File: src/rtl/asr_shift_scheduler_pkg.sv
// Shared constants and types for the two-requester arithmetic-right-shift scheduler.
package asr_sched_pkg;

    localparam int unsigned WIDTH = 16;
    localparam int unsigned SHW   = $clog2(WIDTH);

    typedef enum logic [1:0] {
        IDLE,
        SHIFT,
        RESP
    } state_e;

    typedef logic id_t;

    // Result side-band carried alongside the shifted data.
    typedef struct packed {
        logic overflow;
        id_t  id;
    } rsp_tag_t;

endpackage

File: src/rtl/asr_shift_scheduler_if.sv
// Request/response bus between the two requesters and the shift scheduler.
interface asr_shift_scheduler_if;
    import asr_sched_pkg::*;

    logic [1:0]       req_valid;
    logic [1:0]       req_ready;
    logic [WIDTH-1:0] req_a0;
    logic [WIDTH-1:0] req_a1;
    logic [WIDTH-1:0] req_b0;
    logic [WIDTH-1:0] req_b1;
    logic             rsp_valid;
    logic             rsp_ready;
    logic [WIDTH-1:0] rsp_y;
    logic             rsp_overflow;
    id_t              rsp_id;

    modport master (
        output req_valid, req_a0, req_a1, req_b0, req_b1, rsp_ready,
        input  req_ready, rsp_valid, rsp_y, rsp_overflow, rsp_id
    );

    modport slave (
        input  req_valid, req_a0, req_a1, req_b0, req_b1, rsp_ready,
        output req_ready, rsp_valid, rsp_y, rsp_overflow, rsp_id
    );

endinterface

File: src/rtl/asr_shift_scheduler_step.sv
// Bounded signed right shift: shifts by 0..STEP only, so it stays a small mux.
module asr_step
    import asr_sched_pkg::*;
#(
    parameter int unsigned STEP = 4
) (
    input  logic [WIDTH-1:0] a_i,
    input  logic [SHW-1:0]   s_i,
    output logic [WIDTH-1:0] y_o
);

    always_comb begin
        y_o = a_i;
        for (int unsigned k = 1; k <= STEP; k++) begin
            if (s_i == SHW'(k)) begin
                y_o = WIDTH'($signed(a_i) >>> k);
            end
        end
    end

endmodule

File: src/rtl/asr_shift_scheduler.sv
// Round-robin shared ASR datapath: accepts one op, shifts it STEP bits per cycle,
// then holds a tagged registered response until the consumer takes it.
module asr_shift_scheduler
    import asr_sched_pkg::*;
#(
    parameter int unsigned STEP = 4
) (
    input  logic                  clk,
    input  logic                  rst_n,
    asr_shift_scheduler_if.slave  bus,
    output logic                  busy
);

    localparam logic [WIDTH-1:0] MAX_AMT = WIDTH'(WIDTH - 1);
    localparam logic [SHW-1:0]   STEP_W  = SHW'(STEP);

    state_e           state_q, state_d;
    id_t              prio_q, prio_d;
    logic [WIDTH-1:0] data_q, data_d;
    logic [SHW-1:0]   rem_q, rem_d;
    rsp_tag_t         tag_q, tag_d;
    logic             rsp_valid_q, rsp_valid_d;
    logic             busy_q, busy_d;

    id_t              grant_c;
    logic             gnt_vld_c;
    logic [WIDTH-1:0] gnt_a_c;
    logic [WIDTH-1:0] gnt_b_c;
    logic [SHW-1:0]   step_amt_c;
    logic [WIDTH-1:0] step_y_c;

    // Arbiter: a lone requester always wins, a tie goes to the favoured one.
    always_comb begin
        gnt_vld_c = |bus.req_valid;
        grant_c   = 1'b0;
        case (bus.req_valid)
            2'b10:   grant_c = 1'b1;
            2'b11:   grant_c = prio_q;
            default: grant_c = 1'b0;
        endcase
        gnt_a_c = grant_c ? bus.req_a1 : bus.req_a0;
        gnt_b_c = grant_c ? bus.req_b1 : bus.req_b0;
    end

    assign bus.req_ready = (state_q == IDLE && gnt_vld_c) ? 2'(2'b01 << grant_c) : 2'b00;

    assign step_amt_c = (rem_q > STEP_W) ? STEP_W : rem_q;

    asr_step #(.STEP(STEP)) u_step (
        .a_i (data_q),
        .s_i (step_amt_c),
        .y_o (step_y_c)
    );

    always_comb begin
        state_d = state_q;
        prio_d  = prio_q;
        data_d  = data_q;
        rem_d   = rem_q;
        tag_d   = tag_q;
        case (state_q)
            IDLE: begin
                if (gnt_vld_c) begin
                    data_d       = gnt_a_c;
                    rem_d        = (gnt_b_c > MAX_AMT) ? SHW'(WIDTH - 1) : SHW'(gnt_b_c);
                    tag_d.overflow = (gnt_b_c >= WIDTH'(WIDTH));
                    tag_d.id     = grant_c;
                    prio_d       = ~grant_c;
                    state_d      = SHIFT;
                end
            end
            SHIFT: begin
                data_d = step_y_c;
                rem_d  = rem_q - step_amt_c;
                if (rem_q == step_amt_c) begin
                    state_d = RESP;
                end
            end
            RESP: begin
                if (bus.rsp_ready) begin
                    state_d = IDLE;
                end
            end
            default: state_d = IDLE;
        endcase
        rsp_valid_d = (state_d == RESP);
        busy_d      = (state_d != IDLE);
    end

    always_ff @(posedge clk or negedge rst_n) begin
        if (!rst_n) begin
            state_q     <= IDLE;
            prio_q      <= 1'b0;
            data_q      <= '0;
            rem_q       <= '0;
            tag_q       <= '0;
            rsp_valid_q <= 1'b0;
            busy_q      <= 1'b0;
        end else begin
            state_q     <= state_d;
            prio_q      <= prio_d;
            data_q      <= data_d;
            rem_q       <= rem_d;
            tag_q       <= tag_d;
            rsp_valid_q <= rsp_valid_d;
            busy_q      <= busy_d;
        end
    end

    assign bus.rsp_valid    = rsp_valid_q;
    assign bus.rsp_y        = data_q;
    assign bus.rsp_overflow = tag_q.overflow;
    assign bus.rsp_id       = tag_q.id;
    assign busy             = busy_q;

endmodule

File: src/flat_wrapper.sv
// flat-port wrapper written by rule: the top's interface ports become plain ports
module asr_shift_scheduler_flat import asr_sched_pkg::*;
#(
    parameter int unsigned STEP = 4
)
  (clk, rst_n, busy, bus_req_valid, bus_req_a0, bus_req_a1, bus_req_b0, bus_req_b1, bus_rsp_ready, bus_req_ready, bus_rsp_valid, bus_rsp_y, bus_rsp_overflow, bus_rsp_id);
  asr_shift_scheduler_if bus_i ();
  input  logic clk;
  input  logic rst_n;
  output logic busy;
  input wire logic [$bits(bus_i.req_valid)-1:0] bus_req_valid;
  input wire logic [$bits(bus_i.req_a0)-1:0] bus_req_a0;
  input wire logic [$bits(bus_i.req_a1)-1:0] bus_req_a1;
  input wire logic [$bits(bus_i.req_b0)-1:0] bus_req_b0;
  input wire logic [$bits(bus_i.req_b1)-1:0] bus_req_b1;
  input wire logic [$bits(bus_i.rsp_ready)-1:0] bus_rsp_ready;
  output wire logic [$bits(bus_i.req_ready)-1:0] bus_req_ready;
  output wire logic [$bits(bus_i.rsp_valid)-1:0] bus_rsp_valid;
  output wire logic [$bits(bus_i.rsp_y)-1:0] bus_rsp_y;
  output wire logic [$bits(bus_i.rsp_overflow)-1:0] bus_rsp_overflow;
  output wire logic [$bits(bus_i.rsp_id)-1:0] bus_rsp_id;
  assign bus_i.req_valid = bus_req_valid;
  assign bus_i.req_a0 = bus_req_a0;
  assign bus_i.req_a1 = bus_req_a1;
  assign bus_i.req_b0 = bus_req_b0;
  assign bus_i.req_b1 = bus_req_b1;
  assign bus_i.rsp_ready = bus_rsp_ready;
  assign bus_req_ready = bus_i.req_ready;
  assign bus_rsp_valid = bus_i.rsp_valid;
  assign bus_rsp_y = bus_i.rsp_y;
  assign bus_rsp_overflow = bus_i.rsp_overflow;
  assign bus_rsp_id = bus_i.rsp_id;
  asr_shift_scheduler #(.STEP(STEP)) u_core (.clk(clk), .rst_n(rst_n), .bus(bus_i), .busy(busy));
endmodule
File: config.mk
export PLATFORM = sky130hd
export DESIGN_NAME = asr_shift_scheduler_flat
export DESIGN_NICKNAME = d
export VERILOG_FILES = /design/src/rtl/asr_shift_scheduler_pkg.sv /design/src/rtl/asr_shift_scheduler_if.sv /design/src/rtl/asr_shift_scheduler_step.sv /design/src/rtl/asr_shift_scheduler.sv /design/src/flat_wrapper.sv
export SDC_FILE = /design/constraint.sdc
export NUM_CORES = 1
export LEC_CHECK = 0
export BUFFER_PORTS_ARGS = -buffer_cell sky130_fd_sc_hd__buf_2
export CORE_AREA = 2 2 66 68
export CTS_BUF_LIST = sky130_fd_sc_hd__clkbuf_4
export CTS_CLUSTER_DIAMETER = 30
export CTS_CLUSTER_SIZE = 16
export DETAILED_ROUTE_END_ITERATION = 8
export DIE_AREA = 0 0 68 70
export PLACE_DENSITY = 0.95
export SLEW_MARGIN = 25
export SYNTH_ARGS = -nofsm -noshare
export SYNTH_HDL_FRONTEND = slang
export SYNTH_SLANG_ARGS = --single-unit
File: constraint.sdc
create_clock -name clk -period 4.4 [get_ports clk]
set_input_delay 0.22 -clock clk [delete_from_list [all_inputs] [get_ports clk]]
set_output_delay 0.22 -clock clk [all_outputs]
set_load 0.03 [all_outputs]
==> impl_summary.md <==
Outcome
The run finished with clean final reports.

Cells and area
The number of cells in the finished layout apart from fillers is 380. The multi-input combinational cells in the finished layout cover a total of 1270 µm². The number of antenna diodes in the final layout is 0. For this run, the post-layout net count is 399. Leaving out fill and tap cells, the most frequent cells in the layout are 90 x buf_2, 27 x nor2_1, 27 x dfrtp_1, 22 x o21ai_0. The area overhead of the layout relative to synthesis is 21.3%.

Of the cells placed in the final design, the portion with a size suffix greater than 1 is 0.305. Across the whole layout, storage elements account for 676 µm². The leading cell type in the layout, fill and taps excluded is buf_2. The layout has 353 filler cells.

Synth
The largest family of logic cells by synthesized area is compound AO/OA/AOI/OAI gates. The share of the Yosys chip area taken by registers is 0.322. The count of flip-flops with a built-in enable after synthesis is 0. The synthesized design contains 27 register bits. In the synthesized netlist, the number of instances is 255.

The synthesized net count is 325. The combined area of all synthesized cells is 2100 µm². The dominant register cell in the synthesized netlist is dfrtp_1. The fraction of synthesized cell area taken by the top area cell type is 0.322.

The complex-gate fraction of the synthesized area is 0.326. The portion of netlist area occupied by mux cells is 0.0525. The biggest area contributor in the post-synthesis netlist is dfrtp_1. The number of synthesis warnings is 0. The synthesized area per cell is 8.22 µm². Of the total synthesized cell area, the portion taken by full adders, half adders and majority gates is 0.00597.

Of all flip-flops after synthesis, the portion carrying an async set or reset was 1.00. Counting distinct cell types in the post-synthesis netlist gives 46. Of the total synthesized cell area, the portion taken by XOR and XNOR cells is 0. Of the total synthesized cell area, the portion taken by AND, OR, NAND and NOR gates is 0.221. By area the synthesized netlist is led by dfrtp_1 32%, a211oi_1 5.7%, mux2i_1 5.3%.

Clock network
The buffer depth of the longest clock path is 2. The TritonCTS sink count is 27. The tree is rooted in a clkbuf_4. TritonCTS built the clock tree. The number of clock buffers inserted by TritonCTS is 3.

Clock-pin slew was measured on the worst setup and hold paths at 0.16 ns. CTS built an H-tree with a depth of 1. The insertion delay to the later sink of the worst-skew pair is 0.34 ns.

Floorplan
The initial utilization of the core area, before any placement, comes to 0.506. Measured along the x axis, the die boundary spans 68 µm. Pin placement for this block handled 91 I/O pins.

The die covers 4760 µm². The initialized floorplan defines 24 standard-cell rows. After floorplanning, the core was sized to cover 4140 µm². The vertical die dimension is 70 µm.

STA
The transition time at the pin with the least slew margin is 1.00 ns. Final hold analysis gives a worst-case slack of 0.145 ns. Measured against its own limit, the worst slew margin works out to 0.331.

In the post-route analysis, the smallest setup slack over all paths is 1.92 ns. Setup violations remaining at the end of the flow were counted as 0. The maximum operating frequency is 403 MHz.

The number of endpoints with negative hold slack in the final report is 0. The number of max-slew violations in the final report came to 0. The minimum period implied by the final worst setup slack is 2.48 ns. Setup repair after global routing left no endpoint under its margin.

The setup TNS is 0 ns. The final setup skew is 0.00679 ns. The final worst-path cycle share is 0.564.

Worst setup path
The largest fanout on the critical path is 29. At the worst endpoint, the arrival time is 2.26 ns. The critical path start-end classification is register to output pin. The worst path required time is 4.18 ns. The worst setup path is launched from a register. The worst setup path is captured at an output pin.

GRT
Across every metal layer, demand over resource in global routing totals 0.251. The number of global-route vias before repair is 1963. Entering global routing, the biggest net connects 37 pins. The first global-routing pass estimated 9330 µm of wire. The initial antenna violation count is 0. After global routing the overflow that remains totals 0.

Placement
The pre-CTS setup slack is 2.29 ns. Input and output buffers added on the ports amount to 90. Routability-driven placement finished with a final weighted congestion of 0.865. The post-DP HPWL is 4190 µm. The number of placed instances, taps included, is 375.

Pwr
The power density over cell area is 730 nW/µm². The static leakage power is 1.25 nW. Across the VDD grid, the largest voltage drop is 371 µV.

Detailed routing
After detailed routing, the average wire length per cell comes to 14.9 µm. Summed over all layers, the routed wires come to 5660 µm. The detailed-route via count is 2261. The remaining routing DRC violations is 0.

The count of nets left with antenna violations once routing finished came out at 0. The iteration-0 DRC count of the detailed router is 230. In the routed layout, each cell is associated on average with a via count of 5.95. The first detailed-routing pass ran for 5 iterations.

Min path
The path category of the worst min-delay check is input pin to register.

Flow run
The max-cap check violation count is 0.
cells by family after synthesis:
group | count (synthesis)
buffers and inverters | 31
adders and majority gates | 1
DFF | 27
and+or+nand+nor | 86
AOI/OAI and AO/OA | 98
other | 1
muxes | 11
worst max-delay path: stages, from the launching register on:
cell      delay [ns]
dfrtp_1         0.37
nand2b_1        0.62
nand2_1         0.43
nor2_1          0.27
buf_2           0.23
through the flow:
stage / cell area [µm²] / util / total power [mW]
final: 2540 / 0.613 / 1.85
after global routing: 2540 / 0.613 / 1.99
after CTS: 2540 / 0.613 / 1.84
after detailed placement: 2500 / 0.604 / 1.72
after global placement: 2500 / 0.604 / 1.68
after floorplan: 2100 / - / 1.44
cells in the mapped netlist (all sizes together), types with 3 or more instances:
library cell,number
a211oi,16
nand3b,4
and2,8
a221o,4
clkbuf,13
o21ai,22
a21boi,9
inv,8
and3,16
a22oi,4
a21oi,14
nor2,27
or4,4
o31ai,14
dfrtp,27
nor4,3
buf,10
nand2,12
mux2i,11
or2,3
per-layer routing:
layer	part of all wire	global-route usage	wire length, µm
met3	0.070	0.0129	398
met2	0.48	0.391	2720
met4	0.011	0.0622	63
met5	0	0	0
met1	0.44	0.380	2490
sequential cells by signal, summed over array words and instances, names as in the netlist:
register,cells
u_core.bus.rsp_overflow,1
u_core.busy,1
u_core.prio_q,1
u_core.bus.rsp_id,1
u_core.state_q,2
u_core.bus.rsp_valid,1
u_core.rem_q,4
u_core.bus.rsp_y,16
final cells by class:
cell class                 instances  area share
tap                               52      0.0256
timing repair buffer              92       0.184
clock inverter                     1     0.00295
multi-input combinational        197       0.501
sequential                        27       0.266
clock buffer                       3     0.00886
inverter                           8      0.0118
final timing paths:
kind | startpoint | to | slack, ns | cells past startpoint
worst max-delay path | u_core.prio_q | bus_req_ready[1] | 1.92 | 4
worst max register to register | u_core.rem_q[1] | u_core.rem_q[2] | 2.19 | 6
worst min register to register | u_core.bus.rsp_id | u_core.bus.rsp_id | 0.51 | 1
worst min-delay path | bus_rsp_ready | u_core.state_q[1] | 0.15 | 3
min in group asynchronous | rst_n | u_core.bus.rsp_y[7] | 0.41 | 2
max in group asynchronous | rst_n | u_core.bus.rsp_y[9] | 3.60 | 2
report_power, final:
part           leakage (nW)  switching [mW]  total [mW]  internal (mW)
registers             0.314           0.212       0.590          0.378
logic                 0.921           0.712        1.15          0.438
clock network        0.0139          0.0801       0.115         0.0349
total                  1.25            1.00        1.85          0.851
timing repair:
item | CTS | global route
gates resized for setup | 0 | 0
buffers inserted | 0 | 0
hold buffers | 1 | 0
hold endpoints to repair | 27 | 0
Power figures use the tool's default switching activity.
